===== src/rtl/load_arbiter.sv =====
// Round-robin arbiter sharing one serial load/run link among N_REQ loader masters,
// with a forced-idle gap between sessions and a run-mode watchdog abort.
`timescale 1ns/1ps
module load_arbiter #(
  parameter int N_REQ      = 2,
  parameter int GAP_CYCLES = 2,
  parameter int TIMEOUT    = 1024
) (
  input  logic               clk,
  input  logic               rst,
  input  logic [N_REQ-1:0]   req,
  input  logic [N_REQ-1:0]   mosi_in,
  input  logic [2*N_REQ-1:0] mode_in,
  input  logic               done_in,
  output logic [N_REQ-1:0]   done_out,
  output logic [N_REQ-1:0]   grant,
  output logic               mosi_out,
  output logic [1:0]         mode_out,
  output logic               busy,
  output logic               timeout_err
);

  localparam int IW = (N_REQ > 1) ? $clog2(N_REQ) : 1;
  localparam int TW = $clog2(TIMEOUT + 1);
  localparam int GW = (GAP_CYCLES > 1) ? $clog2(GAP_CYCLES) : 1;

  localparam logic [TW-1:0]    TLAST = TW'(TIMEOUT - 1);
  localparam logic [GW-1:0]    GLAST = (GAP_CYCLES > 0) ? GW'(GAP_CYCLES - 1) : '0;
  localparam logic [N_REQ-1:0] ONE   = N_REQ'(1);

  typedef enum logic [1:0] {IDLE, GRANT, GAP} state_t;

  state_t            state;
  logic [IW-1:0]     gidx;
  logic [IW-1:0]     rr_ptr;
  logic [N_REQ-1:0]  abort_mask;
  logic [TW-1:0]     tcnt;
  logic [GW-1:0]     gcnt;

  logic [N_REQ-1:0]  eligible;
  logic [N_REQ-1:0]  mask_next;
  logic              win_found;
  logic [IW-1:0]     win_idx;
  int unsigned       cand;
  logic              g_mosi;
  logic [1:0]        g_mode;
  logic              run_cycle;
  logic              abort;

  assign eligible = req & ~abort_mask;

  // First eligible master strictly after rr_ptr, wrapping modulo N_REQ.
  always_comb begin
    win_found = 1'b0;
    win_idx   = '0;
    cand      = 0;
    for (int unsigned k = 1; k <= N_REQ; k++) begin
      cand = (int'(rr_ptr) + k) % N_REQ;
      if (!win_found && eligible[cand[IW-1:0]]) begin
        win_found = 1'b1;
        win_idx   = cand[IW-1:0];
      end
    end
  end

  always_comb begin
    g_mosi = mosi_in[gidx];
    g_mode = mode_in[{gidx, 1'b0} +: 2];
  end

  assign run_cycle   = (state == GRANT) && (g_mode == 2'b11) && !done_in;
  assign abort       = run_cycle && (tcnt == TLAST);
  assign timeout_err = abort;
  assign busy        = (state != IDLE);

  always_comb begin
    mosi_out = 1'b0;
    mode_out = 2'b00;
    done_out = '0;
    if (state == GRANT) begin
      mosi_out       = g_mosi;
      mode_out       = g_mode;
      done_out[gidx] = done_in;
    end
  end

  // An abort on the same edge as a req drop still leaves the master masked.
  always_comb begin
    mask_next = abort_mask & req;
    if (abort) mask_next[gidx] = 1'b1;
  end

  always_ff @(posedge clk or posedge rst) begin
    if (rst) begin
      state      <= IDLE;
      grant      <= '0;
      gidx       <= '0;
      rr_ptr     <= IW'(N_REQ - 1);
      abort_mask <= '0;
      tcnt       <= '0;
      gcnt       <= '0;
    end else begin
      abort_mask <= mask_next;
      case (state)
        IDLE: begin
          tcnt <= '0;
          if (win_found) begin
            grant  <= ONE << win_idx;
            gidx   <= win_idx;
            rr_ptr <= win_idx;
            state  <= GRANT;
          end
        end
        GRANT: begin
          if (abort || !req[gidx]) begin
            grant <= '0;
            tcnt  <= '0;
            gcnt  <= '0;
            state <= GAP;
          end else if (run_cycle) begin
            if (tcnt != '1) tcnt <= tcnt + 1'b1;
          end else begin
            tcnt <= '0;
          end
        end
        GAP: begin
          if (GAP_CYCLES == 0 || gcnt == GLAST) begin
            gcnt  <= '0;
            state <= IDLE;
          end else begin
            gcnt <= gcnt + 1'b1;
          end
        end
        default: begin
          grant <= '0;
          state <= IDLE;
        end
      endcase
    end
  end

endmodule


===== config.mk =====
export PLATFORM = sky130hd
export DESIGN_NAME = load_arbiter
export DESIGN_NICKNAME = d
export VERILOG_FILES = /design/src/rtl/load_arbiter.sv
export SDC_FILE = /design/constraint.sdc
export NUM_CORES = 1
export LEC_CHECK = 0
export BUFFER_PORTS_ARGS = -buffer_cell sky130_fd_sc_hd__buf_2
export CORE_MARGIN = 1
export CORE_UTILIZATION = 35
export CTS_CLUSTER_SIZE = 10
export DETAILED_ROUTE_END_ITERATION = 12
export SLEW_MARGIN = 40
export SYNTH_ARGS = -nofsm -noshare
export SYNTH_HDL_FRONTEND = slang
export SYNTH_SLANG_ARGS = --single-unit

===== constraint.sdc =====
create_clock -name clk -period 2.88 [get_ports clk]
set_input_delay 0.432 -clock clk [delete_from_list [all_inputs] [get_ports clk]]
set_output_delay 0.432 -clock clk [all_outputs]
set_load 0.01 [all_outputs]

==> flow_summary.json <==
{
  "max_freq_ghz": 0.392,
  "layout.nets": 170,
  "cp_top_family": "simple AND/OR/NAND/NOR gates",
  "finalHoldViolCount": 0,
  "tns_ps": 0,
  "critPathSlowestCell": "dfrtp_1",
  "whs_ps": 98.3,
  "hold_buffers": 0,
  "grt_pass1_vias": 1020,
  "netlist_area_sq_um": 1230,
  "first_pass_iters": 4,
  "finish.instance_area_sq_um": 1420,
  "synth.distinct_cells": 39,
  "dieArea_sq_um": 3770,
  "peakVddDrop_mv": 0.355,
  "finalWorstSetupSlack_ps": 329,
  "cts_post_setup_buffers_inserted": 0,
  "arrival_ps": 2120,
  "period_share": 0.886,
  "min_path_type": "in2async",
  "synthTopCellsByArea": "dfrtp_1 (39%), mux2i_1 (4.9%), nand2_1 (4.0%)",
  "post-place-ws_ps": 687,
  "critical_path_class": "reg2out",
  "worst_pin_slew_ps": 590,
  "relSlewSlack": 0.607,
  "crit_path_start_kind": "flop",
  "grt_usage": 0.153,
  "drt-initial-drc-count": 54,
  "p_leak_nw": 0.628,
  "worstPathRequired_ps": 2450,
  "powerDensity_nw_per_um2": 692,
  "async_flop_share": 1.00,
  "vias": 1127,
  "maxCapViolCount": 0,
  "clockRootBuffer": "clkbuf_4",
  "antennaDiodeCount": 0,
  "synth_edf_count": 0,
  "grt_max_degree": 21,
  "syn_avg_cell_area_sq_um": 8.88,
  "clock_sinks": 20,
  "drt-vias-per-instance": 5.55,
  "clk_pin_slew_ps": 120,
  "routed_wl_microns": 2660,
  "io_pins": 20,
  "status": "finished clean",
  "seq_area_frac_synth": 0.406,
  "cts_tree": "yes",
  "rsz0062_at_grt": "false",
  "synth_fp_nets": 151,
  "netlist_instances": 139,
  "finalMaxSlewViolations": 0,
  "yosys.area.top_type": "dfrtp_1",
  "coreArea_sq_um": 3360,
  "gp_congestion": 0.805,
  "ys_seq_elements": 20,
  "cp_num_buf_inv": 1,
  "dpl.hpwl_microns": 1960,
  "antenna_found_initial": 0,
  "placed_cell_area_sq_um": 1370,
  "netlist.area_leader.share": 0.385,
  "cts_resized": 0,
  "wl_per_cell_microns": 13.1,
  "skew_ps": 1.75,
  "htree_levels": 1,
  "die_h_microns": 61.4,
  "rows": 21,
  "period_needed_ps": 2550,
  "clockBufferDepth": 2,
  "ys.flop_type": "dfrtp_1",
  "cp_max_fo": 19,
  "ant_nets": 0,
  "critPathCaptureType": "primary output",
  "numCtsBuffers": 3,
  "max_stage_delay_ps": 620,
  "drc": 0,
  "die_w_microns": 61.4,
  "gr-total-overflow": 0,
  "clk_latency_ps": 310,
  "grt_first_pass_wirelength_microns": 4290,
  "syn_to_final_growth_pct": 15.0,
  "setup_viol_count_final": 0,
  "total_power_mw": 0.983,
  "cp_cell_sequence": "nor2b_1, nand4_1, nor3_1, buf_2",
  "yosys_warnings": 0,
  "drive_gt1_frac": 0.204,
  "portBuffers": 19,
  "start_util": 0.367,
  "layout_common_cells": "dfrtp_1 (19), buf_2 (19), nand2_1 (13), nor2_1 (10)"
}
## cells in the mapped netlist, types with 2 or more instances
| master | instances |
|---|---|
| o211ai_1 | 5 |
| nand2b_1 | 4 |
| nand4_1 | 5 |
| nor2b_1 | 2 |
| and3_1 | 3 |
| and4_1 | 2 |
| buf_2 | 4 |
| clkbuf_1 | 2 |
| nor2_1 | 10 |
| a21oi_1 | 8 |
| or2_2 | 2 |
| nand3_1 | 7 |
| nand2_1 | 13 |
| nor3_1 | 5 |
| mux2_2 | 2 |
| inv_1 | 9 |
| a21o_1 | 4 |
| o21ai_0 | 4 |
| a22oi_1 | 2 |
| o2111ai_1 | 3 |
| dfrtp_1 | 19 |
| o22ai_1 | 2 |
| mux2i_1 | 6 |
## cell families after synthesis
family,share of synthesized area
mux,0.0669
fa+ha+maj,0.0101
flops,0.406
simple gates,0.268
compound gates,0.199
buf+inv,0.0496
## worst paths after layout
| check | startpoint | endpoint | slack, ps | cells past startpoint |
|---|---|---|---|---|
| worst max-delay path | state[1]$_DFFE_PP0P_ | timeout_err | 330 | 4 |
| worst min-delay path | rst | grant[0]$_DFFE_PP0P_ | 100 | 2 |
| worst max register to register | state[1]$_DFFE_PP0P_ | tcnt[1]$_DFFE_PP0P_ | 670 | 5 |
| worst min register to register | abort_mask[1]$_DFF_PP0_ | abort_mask[1]$_DFF_PP0_ | 510 | 1 |
| max in group asynchronous | rst | rr_ptr$_DFFE_PP1P_ | 2450 | 2 |
| min in group clk | req[0] | abort_mask[0]$_DFF_PP0_ | 370 | 3 |
## power breakdown
group	internal, mW	total [mW]	switching [mW]
clock network	0.141	0.234	0.0931
logic	0.156	0.326	0.170
registers	0.334	0.423	0.0891
## stage by stage
stage / instances / util
2_1_floorplan: 139 / -
3_3_place_gp: 199 / 0.407
3_5_place_dp: 199 / 0.407
4_1_cts: 203 / 0.422
5_1_grt: 203 / 0.422
6_report: 203 / 0.422
## registers in the layout (all words and copies together), names as in the netlist
register and cells:
abort_mask 2, gcnt 1, gidx 1, grant 2, rr_ptr 1, state 2
tcnt 11
## metal layers
metal  part of all wire  track usage  wire (microns)
met2               0.51        0.270            1340
met4             0.0034       0.0381               9
met5                  0            0               0
met1               0.45        0.181            1190
met3              0.043       0.0462             114
## final cells by class
| class | instances | area [sq um] |
|---|---|---|
| multi-input combinational | 104 | 672 |
| tap | 46 | 57.6 |
| timing repair buffer | 20 | 103 |
| fill | 365 | 1940 |
| clock inverter | 1 | 30.0 |
| inverter | 9 | 33.8 |
| clock buffer | 3 | 22.5 |
| sequential | 20 | 502 |
(Power assumes the default switching activity.)
